$ cat src/rtl/fetch_pkg.sv
// Shared types and constants for the instruction fetch stage.
// fetch_entry_t is sized by the package defaults; the top parameters default to the same values.
package fetch_pkg;

  localparam int unsigned ADDR_W_DEF  = 32;
  localparam int unsigned DATA_W_DEF  = 32;
  localparam int unsigned INSTR_BYTES = 4;
  // Stale responses can outnumber FIFO slots after repeated redirects, so drop gets extra headroom.
  localparam int unsigned DROP_W      = 8;

  typedef enum logic [0:0] {
    BOOT,
    FETCH
  } fetch_state_e;

  typedef struct packed {
    logic [DATA_W_DEF-1:0] instr;
    logic [ADDR_W_DEF-1:0] pc;
  } fetch_entry_t;

endpackage

$ cat src/rtl/fetch_fifo.sv
// Prefetch FIFO of fetch entries with push, pop and flush.
// A flush clears the FIFO and takes priority over a push or pop in the same cycle.
module fetch_fifo
  import fetch_pkg::*;
#(
  parameter int unsigned FIFO_DEPTH = 4,
  localparam int unsigned PTR_W = $clog2(FIFO_DEPTH),
  localparam int unsigned CNT_W = PTR_W + 1
) (
  input  logic             clk,
  input  logic             rst,
  input  logic             push,
  input  logic             pop,
  input  logic             flush,
  input  fetch_entry_t     push_entry,
  output fetch_entry_t     head,
  output logic [CNT_W-1:0] count,
  output logic             full,
  output logic             empty
);

  fetch_entry_t     mem_q [FIFO_DEPTH];
  logic [PTR_W-1:0] wptr_q;
  logic [PTR_W-1:0] rptr_q;
  logic [CNT_W-1:0] count_q;
  logic             do_push;
  logic             do_pop;

  assign full    = (count_q == CNT_W'(FIFO_DEPTH));
  assign empty   = (count_q == '0);
  assign do_pop  = pop && !empty;
  // A pop on a full FIFO frees the head slot at the same edge.
  assign do_push = push && (!full || do_pop);

  always_ff @(posedge clk or posedge rst) begin
    if (rst) begin
      wptr_q  <= '0;
      rptr_q  <= '0;
      count_q <= '0;
    end else if (flush) begin
      wptr_q  <= '0;
      rptr_q  <= '0;
      count_q <= '0;
    end else begin
      if (do_push) wptr_q <= wptr_q + PTR_W'(1);
      if (do_pop)  rptr_q <= rptr_q + PTR_W'(1);
      count_q <= count_q + CNT_W'(do_push) - CNT_W'(do_pop);
    end
  end

  always_ff @(posedge clk) begin
    if (do_push && !flush) mem_q[wptr_q] <= push_entry;
  end

  assign head  = mem_q[rptr_q];
  assign count = count_q;

endmodule

$ cat src/rtl/instr_fetch.sv
// Instruction fetch stage: PC, credit-limited memory requests, prefetch FIFO and redirect handling.
// Responses are tagged from a shadow PC counter since kept responses are contiguous in address.
module instr_fetch
  import fetch_pkg::*;
#(
  parameter int unsigned      ADDR_W     = ADDR_W_DEF,
  parameter int unsigned      DATA_W     = DATA_W_DEF,
  parameter int unsigned      FIFO_DEPTH = 4,
  parameter logic [ADDR_W-1:0] RESET_PC  = '0
) (
  input  logic              clk,
  input  logic              rst,
  output logic              imem_req_valid,
  output logic [ADDR_W-1:0] imem_req_addr,
  input  logic              imem_req_ready,
  input  logic              imem_rsp_valid,
  input  logic [DATA_W-1:0] imem_rsp_data,
  input  logic              branch_valid,
  input  logic [ADDR_W-1:0] branch_target,
  output logic [DATA_W-1:0] if_decoder_instruction,
  output logic [ADDR_W-1:0] if_decoder_pc,
  output logic              if_decoder_valid,
  input  logic              decoder_if_ready
);

  localparam int unsigned CNT_W  = $clog2(FIFO_DEPTH) + 1;
  localparam int unsigned USED_W = CNT_W + 1;

  fetch_state_e      state_q, state_d;
  logic [ADDR_W-1:0] pc_q, pc_d;
  logic [ADDR_W-1:0] rsp_pc_q, rsp_pc_d;
  logic [CNT_W-1:0]  inflight_q, inflight_d;
  logic [DROP_W-1:0] drop_q, drop_d;

  logic [ADDR_W-1:0] target;
  logic [CNT_W-1:0]  fifo_count;
  logic [USED_W-1:0] used;
  logic              fifo_full;
  logic              fifo_empty;
  logic              req_accept;
  logic              rsp_keep;
  logic              rsp_retire;
  logic              dec_pop;
  fetch_entry_t      push_entry;
  fetch_entry_t      head;
  logic              unused_bits;

  assign target       = {branch_target[ADDR_W-1:2], 2'b00};
  assign unused_bits  = ^{branch_target[1:0], fifo_full};
  assign used         = USED_W'(fifo_count) + USED_W'(inflight_q);

  // Every accepted request already owns a FIFO slot, so a kept response can always be pushed.
  assign imem_req_valid = (state_q == FETCH) && (used < USED_W'(FIFO_DEPTH));
  assign imem_req_addr  = pc_q;
  assign req_accept     = imem_req_valid && imem_req_ready;
  assign rsp_keep       = imem_rsp_valid && (drop_q == '0) && !branch_valid;
  assign rsp_retire     = imem_rsp_valid && ((drop_q != '0) || (inflight_q != '0));
  assign dec_pop        = if_decoder_valid && decoder_if_ready;

  always_comb begin
    push_entry       = '0;
    push_entry.instr = DATA_W_DEF'(imem_rsp_data);
    push_entry.pc    = ADDR_W_DEF'(rsp_pc_q);
  end

  always_ff @(posedge clk or posedge rst) begin
    if (rst) begin
      state_q    <= BOOT;
      pc_q       <= RESET_PC;
      rsp_pc_q   <= RESET_PC;
      inflight_q <= '0;
      drop_q     <= '0;
    end else begin
      state_q    <= state_d;
      pc_q       <= pc_d;
      rsp_pc_q   <= rsp_pc_d;
      inflight_q <= inflight_d;
      drop_q     <= drop_d;
    end
  end

  always_comb begin
    state_d    = state_q;
    pc_d       = pc_q;
    rsp_pc_d   = rsp_pc_q;
    inflight_d = inflight_q;
    drop_d     = drop_q;

    unique case (state_q)
      BOOT:    state_d = FETCH;
      FETCH:   state_d = FETCH;
      default: state_d = BOOT;
    endcase

    if (branch_valid) begin
      // Everything outstanding, plus a request accepted now, belongs to the old path.
      pc_d       = target;
      rsp_pc_d   = target;
      inflight_d = '0;
      drop_d     = drop_q + DROP_W'(inflight_q) + DROP_W'(req_accept) - DROP_W'(rsp_retire);
    end else begin
      if (req_accept) pc_d = pc_q + ADDR_W'(INSTR_BYTES);
      if (rsp_keep)   rsp_pc_d = rsp_pc_q + ADDR_W'(INSTR_BYTES);
      inflight_d = inflight_q + CNT_W'(req_accept) - CNT_W'(rsp_keep);
      if (imem_rsp_valid && (drop_q != '0)) drop_d = drop_q - DROP_W'(1);
    end
  end

  fetch_fifo #(
    .FIFO_DEPTH (FIFO_DEPTH)
  ) u_fifo (
    .clk        (clk),
    .rst        (rst),
    .push       (rsp_keep),
    .pop        (dec_pop),
    .flush      (branch_valid),
    .push_entry (push_entry),
    .head       (head),
    .count      (fifo_count),
    .full       (fifo_full),
    .empty      (fifo_empty)
  );

  assign if_decoder_valid       = !fifo_empty;
  assign if_decoder_instruction = if_decoder_valid ? DATA_W'(head.instr) : '0;
  assign if_decoder_pc          = if_decoder_valid ? ADDR_W'(head.pc) : '0;

endmodule

$ cat config.mk
export PLATFORM = sky130hd
export DESIGN_NAME = instr_fetch
export DESIGN_NICKNAME = d
export VERILOG_FILES = /design/src/rtl/fetch_pkg.sv /design/src/rtl/fetch_fifo.sv /design/src/rtl/instr_fetch.sv
export SDC_FILE = /design/constraint.sdc
export NUM_CORES = 1
export LEC_CHECK = 0
export CAP_MARGIN = 20
export CORE_MARGIN = 2
export CORE_UTILIZATION = 60
export DETAILED_ROUTE_END_ITERATION = 10
export PLACE_DENSITY = 0.85
export RECOVER_POWER = 25
export SLEW_MARGIN = 20
export SYNTH_ARGS = -nofsm -noshare
export SYNTH_HDL_FRONTEND = slang
export SYNTH_SLANG_ARGS = --single-unit
$ cat constraint.sdc
create_clock -name clk -period 5.51 [get_ports clk]
set_input_delay 0.8265 -clock clk [delete_from_list [all_inputs] [get_ports clk]]
set_output_delay 0.8265 -clock clk [all_outputs]
set_load 0.01 [all_outputs]
==> results_tabular.tex, run 1 <==
\begin{tabular}{lr}
\hline
Metric & Value \\
\hline
\multicolumn{2}{l}{\textbf{Run status}} \\
Status & finished clean \\
\multicolumn{2}{l}{\textbf{Setup path}} \\
Sum of buffers and inverters on the critical path & 2 \\
Critical path start-end classification & reg -> out \\
Startpoint types & flip-flop \\
Largest incremental delay on the critical path & 980 ps \\
CP cell instances & buf\_12, mux4\_2, and2\_1, clkdlybuf4s50\_1 \\
Worst EP arrival & 3070 ps \\
Critical path data required time & 4680 ps \\
Maximum fanout along the worst path & 40 \\
Slowest cell on crit path & sky130\_fd\_sc\_hd\_\_dfrtp\_4 \\
Top cell family by delay on the critical path & flip-flops \\
Critical Path Sink Type & output port \\
\multicolumn{2}{l}{\textbf{Global routing}} \\
Global-route wire length before repair & 46000 microns \\
Met3 Usage GRT & 0.0457 \\
GR peak layer & met2 \\
Pin count of the biggest net entering global routing & 65 \\
All-Layer GR Usage & 0.245 \\
Via count of the first global-routing pass & 8233 \\
GR Util met2 & 0.403 \\
Residual overflow from global routing & 0 \\
GR met1 Demand/Resource & 0.339 \\
Antenna violations before repair & 0 \\
\multicolumn{2}{l}{\textbf{Power}} \\
Max rail drop VDD & 0.280 mV \\
Leakage power summed over all cells & 6.02 nW \\
Power density over the cells & 435 nW/um\^{}2 \\
\multicolumn{2}{l}{\textbf{Clock network}} \\
Clock transition at the register clock pins on the worst setup and hold paths after CTS & 60 ps \\
Hold buffer count at CTS & 0 \\
CTS tree & yes \\
CTS resizes & 0 \\
Sink Count & 327 \\
Master cell of the clock root buffer & sky130\_fd\_sc\_hd\_\_clkbuf\_16 \\
Number of H-tree branching levels & 2 \\
TritonCTS buffer count & 34 \\
Post-CTS Setup Inserts & 0 \\
Maximum buffer depth of the clock tree & 3 \\
Clock insertion delay at the later pin of the skew report & 520 ps \\
\multicolumn{2}{l}{\textbf{Yosys}} \\
Average cell area after synthesis & 15.7 sq um \\
Share of the synthesized area in the top cell type & 0.526 \\
Ranking of synthesized cells by area & sky130\_fd\_sc\_hd\_\_edfxtp\_1 53\%, sky130\_fd\_sc\_hd\_\_dfrtp\_1 14\%, sky130\_fd\_sc\_hd\_\_mux4\_2 9.9\% \\
Flops \& latches, synth & 327 \\
Commonest cells in the netlist & 248 x sky130\_fd\_sc\_hd\_\_edfxtp\_1, 79 x sky130\_fd\_sc\_hd\_\_dfrtp\_1, 72 x sky130\_fd\_sc\_hd\_\_and2\_1, 62 x sky130\_fd\_sc\_hd\_\_mux4\_2, 39 x sky130\_fd\_sc\_hd\_\_xnor2\_1 \\
Asr flop ratio synth & 0.242 \\
Register area share after synthesis & 0.665 \\
Yosys warning total & 0 \\
Number of distinct library cells after synthesis & 48 \\
Post-synth EDFFs & 248 \\
Instance count of the mapped netlist & 901 \\
Cell area after technology mapping & 14200 sq um \\
Most numerous cell in the Yosys netlist & sky130\_fd\_sc\_hd\_\_edfxtp\_1 \\
Cell type with the highest aggregate area in the netlist & sky130\_fd\_sc\_hd\_\_edfxtp\_1 \\
Most frequently used flop master after synthesis & sky130\_fd\_sc\_hd\_\_edfxtp\_1 \\
\multicolumn{2}{l}{\textbf{Cells and area}} \\
Nets & 1173 \\
Utilization after layout & 0.740 \\
Fraction of layout instances using a drive strength above 1 & 0.140 \\
Synthesis-to-layout area growth & 21.8\% \\
Fill cells & 1420 \\
\multicolumn{2}{l}{\textbf{Floorplan}} \\
Core region area & 23300 sq um \\
Horiz. Die Dim & 158 microns \\
Core Rows & 56 \\
Die ar. & 24900 sq um \\
Height of the chip & 158 microns \\
IO Pins & 168 \\
Initial core utilization & 0.607 \\
\multicolumn{2}{l}{\textbf{Timing}} \\
Accumulated negative setup slack & 0 ps \\
Setup violation total in the final timing report & 0 \\
Final min period & 3890 ps \\
Relative max-transition margin & 0.317 \\
Post-route fraction of the period consumed by the critical path & 0.707 \\
Clock tree skew after final layout & 23.3 ps \\
RSZ-0062 raised after global routing & false \\
Maximum frequency from static timing analysis & 0.257 GHz \\
Endpoints failing hold & 0 \\
Worst Max-Slew Pin Slew & 1020 ps \\
Final Hold Slack & 529 ps \\
Max-slew violations & 0 \\
\multicolumn{2}{l}{\textbf{Route}} \\
Total vias in the final route & 8209 \\
Final routed DRC violation total & 0 \\
Post-route ant nets & 0 \\
Iteration count of the initial detailed-routing pass & 5 \\
Routed Wire Length & 29400 microns \\
Via-per-instance ratio & 5.79 \\
Detail-routed net length per standard cell & 20.7 microns \\
DRC violation total after the first TritonRoute iteration & 633 \\
\multicolumn{2}{l}{\textbf{Placed design}} \\
Routability congestion estimate from global placement & 0.817 \\
Count of buffers inserted at the top-level ports & 161 \\
Dpl hpwl & 18200 microns \\
\multicolumn{2}{l}{\textbf{Worst hold path}} \\
Class of the tightest hold or removal check & reg -> reg \\
\multicolumn{2}{l}{\textbf{Job}} \\
Number of max-capacitance violations reported & 0 \\
\hline
\end{tabular}
per-stage QoR:
stage	instance area (sq um)	worst slack [ps]	power (mW)	instances
floorplan	14200	1990	4.33	904
global placement	16100	1790	5.25	1355
detailed placement	16100	1760	5.30	1355
CTS	17300	1550	7.57	1417
global route	17300	1440	7.87	1417
finish	17300	1620	7.51	1418
where the power goes:
group | total (mW) | internal [mW] | switching [mW]
clock network | 2.27 | 1.35 | 0.920
logic | 2.27 | 1.27 | 1.00
registers | 2.97 | 2.77 | 0.207
registers in the layout, indices dropped and copies added, names as in the netlist:
| register | flops |
|---|---|
| drop_q | 8 |
| u_fifo.rptr_q | 2 |
| u_fifo.mem_q | 248 |
| imem_req_addr | 30 |
| inflight_q | 3 |
| u_fifo.count | 3 |
| state_q | 1 |
| rsp_pc_q | 30 |
| u_fifo.wptr_q | 2 |
metal layers:
metal	share of wire	routed length [microns]	up-vias
met5	0	0	-
met2	0.50	14700	305
met3	0.071	2090	41
met1	0.41	12000	4175
li1	-	-	3688
met4	0.019	570	0
worst reg2reg max path, stage by stage (launching register included):
cell,delay (ps)
sky130_fd_sc_hd__dfrtp_1,430
sky130_fd_sc_hd__ha_1,320
sky130_fd_sc_hd__nor4b_2,420
sky130_fd_sc_hd__and3_1,440
sky130_fd_sc_hd__inv_1,170
sky130_fd_sc_hd__fa_1,450
sky130_fd_sc_hd__fa_1,420
sky130_fd_sc_hd__nor2b_1,120
sky130_fd_sc_hd__o21ai_0,110
sky130_fd_sc_hd__a21o_1,200
sky130_fd_sc_hd__a21oi_1,170
sky130_fd_sc_hd__o21ai_0,100
sky130_fd_sc_hd__a31oi_1,160
cell families after synthesis:
kind of cell | share of synthesized area
AO/OA/AOI/OAI | 0.0251
buffers and inverters | 0.0231
other | 0.000530
AND/OR/NAND/NOR | 0.0977
flip-flops | 0.665
adder cells (fa/ha/maj) | 0.0295
multiplexers | 0.115
XOR/XNOR | 0.0444
cell usage in the layout (no fill, tap or decap), types with 9 or more instances in the layout:
cell,n
sky130_fd_sc_hd__a21oi_1,38
sky130_fd_sc_hd__and2_1,68
sky130_fd_sc_hd__and3_1,18
sky130_fd_sc_hd__buf_4,10
sky130_fd_sc_hd__clkbuf_16,36
sky130_fd_sc_hd__clkdlybuf4s50_1,144
sky130_fd_sc_hd__dfrtp_1,77
sky130_fd_sc_hd__dlygate4sd3_1,17
sky130_fd_sc_hd__edfxtp_1,248
sky130_fd_sc_hd__ha_1,27
sky130_fd_sc_hd__inv_1,37
sky130_fd_sc_hd__mux2_2,13
sky130_fd_sc_hd__mux4_2,62
sky130_fd_sc_hd__nand2_1,33
sky130_fd_sc_hd__nand3_1,30
sky130_fd_sc_hd__nand4_1,14
sky130_fd_sc_hd__nor2_1,37
sky130_fd_sc_hd__nor3_1,9
sky130_fd_sc_hd__xnor2_1,39
sky130_fd_sc_hd__xor2_1,31
layout make-up:
| class | instances | area [sq um] | share of cell area |
|---|---|---|---|
| flip-flops and latches | 327 | 9430 | 0.546 |
| multi-input cells | 497 | 4440 | 0.257 |
| repair buffers | 173 | 1730 | 0.100 |
| clock buffers | 44 | 931 | 0.0539 |
| well taps | 319 | 399 | 0.0231 |
| clock inverters | 18 | 189 | 0.0109 |
| inverters | 39 | 148 | 0.00855 |
| diodes | 1 | 2.50 | 0.000145 |
final timing paths:
check / startpoint / end / slack [ps] / cells past startpoint
max: u_fifo.rptr_q[0] / if_decoder_pc[22] / 1620 / 4
min: rsp_pc_q[26] / u_fifo.mem_q[1][26] / 530 / 0
max reg2reg: inflight_q[2] / drop_q[6] / 1910 / 12
min reg2reg: rsp_pc_q[26] / u_fifo.mem_q[1][26] / 530 / 0
max in group asynchronous: rst / imem_req_addr[17] / 3760 / 3
min in group asynchronous: rst / rsp_pc_q[24] / 780 / 2
Note: power is estimated with default switching activity, not from simulation.
==> run 2, diff against run 1 <==
Settings changed: CORE_UTILIZATION 60 to 56, PLACE_DENSITY 0.85 to 0.8.
Clock period 5.51 ns to 3.6 ns, I/O delays scaled along.
==> run 2 against run 1 <==
Net effect:
- first-iteration DRC count fell by 4.9%
- via count decreased by 1.4%
- hold slack worse by 180 ps
- non-clock buffer count increased by 13
- power is 50% higher
- critical path type unchanged
==> results_tabular.tex, run 2 (synthesized netlist as in run 1, its figures left out) <==
\begin{tabular}{lr}
\hline
Metric & Value \\
\hline
\multicolumn{2}{l}{\textbf{Route}} \\
Uppermost routed layer & met4 \\
Via-per-instance ratio & 5.64 (-2.6\%) \\
Routed wire length on met3 & 1670 microns (-20\%) \\
Total vias in the final route & 8096 (-1.4\%) \\
Length of routed met2 wiring & 15100 microns (+2.9\%) \\
Final routed DRC violation total & 0 (unchanged) \\
Routed Wire Length & 29700 microns (+1.3\%) \\
Wire length on met1 & 12500 microns (+3.7\%) \\
Post-route ant nets & 0 (unchanged) \\
Detail-routed net length per standard cell & 20.7 microns (about the same) \\
Iteration count of the initial detailed-routing pass & 5 (unchanged) \\
DRC violation total after the first TritonRoute iteration & 602 (-4.9\%) \\
\multicolumn{2}{l}{\textbf{Placed design}} \\
Count of buffers inserted at the top-level ports & 161 (unchanged) \\
Total placed instance area & 16400 sq um (+1.4\%) \\
DP Cell Count & 1379 (+1.8\%) \\
Routability congestion estimate from global placement & 0.819 (+0.24\%) \\
Dpl hpwl & 19000 microns (+4.6\%) \\
Post-place setup slack & 253 ps (-1510 ps) \\
\multicolumn{2}{l}{\textbf{Cells and area}} \\
Fill cells & 1667 (+17\%) \\
Cell Count, Final, Fillers Out & 1436 (+1.3\%) \\
Flip-flop count of the largest register, all copies and words added & 248 (unchanged) \\
Non-Filler Cell Area, Final & 17400 sq um (+0.66\%) \\
Nets & 1183 (+0.85\%) \\
Utilization after layout & 0.694 (-0.0458) \\
Antenna cell count & 0 (-1) \\
Total area of multi-input combinational cells & 4440 sq um (about the same) \\
Leading cell types in the layout, fill and taps excluded & 248 x sky130\_fd\_sc\_hd\_\_edfxtp\_1, 131 x sky130\_fd\_sc\_hd\_\_clkdlybuf4s50\_1, 77 x sky130\_fd\_sc\_hd\_\_dfrtp\_1 \\
Synthesis-to-layout area growth & 22.6\% \\
Register bank with the most flops & u\_fifo.mem\_q \\
Commonest non-fill, non-tap cell in the layout & sky130\_fd\_sc\_hd\_\_edfxtp\_1 \\
Sequential cell area in the final layout & 9430 sq um (unchanged) \\
Fraction of layout instances using a drive strength above 1 & 0.153 (+0.0125) \\
\multicolumn{2}{l}{\textbf{Floorplan}} \\
Core Rows & 58 (+3.6\%) \\
Horiz. Die Dim & 163 microns (+3.4\%) \\
Die ar. & 26600 sq um (+7.0\%) \\
IO Pins & 168 (unchanged) \\
Core region area & 25000 sq um (+7.3\%) \\
Height of the chip & 163 microns (+3.4\%) \\
Initial core utilization & 0.566 (-0.0413) \\
\multicolumn{2}{l}{\textbf{Timing}} \\
Accumulated negative setup slack & 0 ps (unchanged) \\
Clock tree skew after final layout & 13.7 ps (-9.64 ps) \\
Endpoints failing hold & 0 (unchanged) \\
Relative max-transition margin & 0.468 (+0.151) \\
Setup violation total in the final timing report & 0 (unchanged) \\
Final min period & 3290 ps \\
Worst Max-Slew Pin Slew & 798 ps (-227 ps) \\
RSZ-0062 raised after global routing & false \\
Final Hold Slack & 352 ps (-178 ps) \\
Maximum frequency from static timing analysis & 0.304 GHz \\
Final critical-path setup slack & 312 ps (-1310 ps) \\
Max-slew violations & 0 (unchanged) \\
Post-route fraction of the period consumed by the critical path & 0.913 \\
\multicolumn{2}{l}{\textbf{Global routing}} \\
Global-route wire length before repair & 46300 microns (+0.72\%) \\
All-Layer GR Usage & 0.228 (-0.0170) \\
Antenna violations before repair & 0 (unchanged) \\
Residual overflow from global routing & 0 (unchanged) \\
Via count of the first global-routing pass & 8380 (+1.8\%) \\
Pin count of the biggest net entering global routing & 65 (unchanged) \\
\multicolumn{2}{l}{\textbf{Setup path}} \\
Critical path start-end classification & reg -> out \\
Critical path data required time & 3060 ps (-1620 ps) \\
R2r startpoint & inflight\_q[2] \\
Startpoint types & flip-flop \\
Worst setup slack for register-to-register paths & 350 ps (-1560 ps) \\
Worst Reg2Reg Path Length in Cells & 12 (unchanged) \\
Critical Path Sink Type & output port \\
Endpoint of the lowest-slack register-to-register path & drop\_q[6] \\
Worst EP arrival & 2750 ps (-320 ps) \\
Maximum fanout along the worst path & 30 (-25\%) \\
\multicolumn{2}{l}{\textbf{Power}} \\
Max rail drop VDD & 0.402 mV (+43\%) \\
Sum of internal, switching and leakage power & 11.3 mW (+50\%) \\
Leakage power summed over all cells & 6.07 nW (+0.88\%) \\
Power density over the cells & 648 nW/um\^{}2 (+49\%) \\
\multicolumn{2}{l}{\textbf{Clock network}} \\
Sink Count & 327 (unchanged) \\
Number of H-tree branching levels & 1 (-1) \\
Master cell of the clock root buffer & sky130\_fd\_sc\_hd\_\_clkbuf\_16 \\
Clock insertion delay at the later pin of the skew report & 550 ps (+30 ps) \\
Clock transition at the register clock pins on the worst setup and hold paths after CTS & 60 ps (about the same) \\
Hold buffer count at CTS & 0 (unchanged) \\
CTS tree & yes \\
TritonCTS buffer count & 31 (-8.8\%) \\
Maximum buffer depth of the clock tree & 3 (unchanged) \\
\multicolumn{2}{l}{\textbf{Job}} \\
Number of max-capacitance violations reported & 0 (unchanged) \\
\multicolumn{2}{l}{\textbf{Run status}} \\
Status & finished clean \\
\multicolumn{2}{l}{\textbf{Worst hold path}} \\
Class of the tightest hold or removal check & in -> async \\
\hline
\end{tabular}
==> run 2: worst max path at each step <==
stage,depth (start not counted),end,from,slack [ps]
after detailed placement,12,drop_q[6],imem_rsp_valid,250
after global routing,12,drop_q[6],inflight_q[2],90
after floorplan,6,u_fifo.mem_q[1][10],drop_q[0],80
after global placement,12,drop_q[6],imem_rsp_valid,240
final,4,if_decoder_pc[31],u_fifo.rptr_q[0],310
after CTS,13,drop_q[6],drop_q[0],230
==> run 2: report_power, final <==
part	internal [mW]	leakage [nW]	total (mW)	switching, mW
combinational	1.98	2.43	3.61	1.63
sequential	4.24	3.14	4.47	0.233
clock	1.84	0.501	3.19	1.34
==> run 2: layout make-up <==
type / instances / share of cell area
sequential: 327 / 0.543
multi-input combinational: 497 / 0.256
timing repair buffer: 186 / 0.111
clock buffer: 45 / 0.0529
tap: 330 / 0.0238
inverter: 39 / 0.00842
clock inverter: 12 / 0.00526
==> run 2: worst max-delay path, stage by stage (launching register included) <==
cell and delay, ps:
sky130_fd_sc_hd__dfrtp_4 620, sky130_fd_sc_hd__buf_12 320, sky130_fd_sc_hd__mux4_2 550, sky130_fd_sc_hd__and2_1 170, sky130_fd_sc_hd__clkdlybuf4s50_1 530
==> run 2: what timing repair did <==
| action | in CTS | in global routing |
|---|---|---|
| resized for setup | 0 | 1 |
| setup endpoints to repair | 0 | 1 |
| setup buffers | 0 | 0 |
| hold endpoints to repair | 0 | 0 |
==> run 2: metal layers <==
layer  GRT usage  vias to the layer above
met2       0.392                      263
met1       0.311                     4102
met3      0.0378                       32
met5           0                        -
li1            -                     3699
met4      0.0515                        0
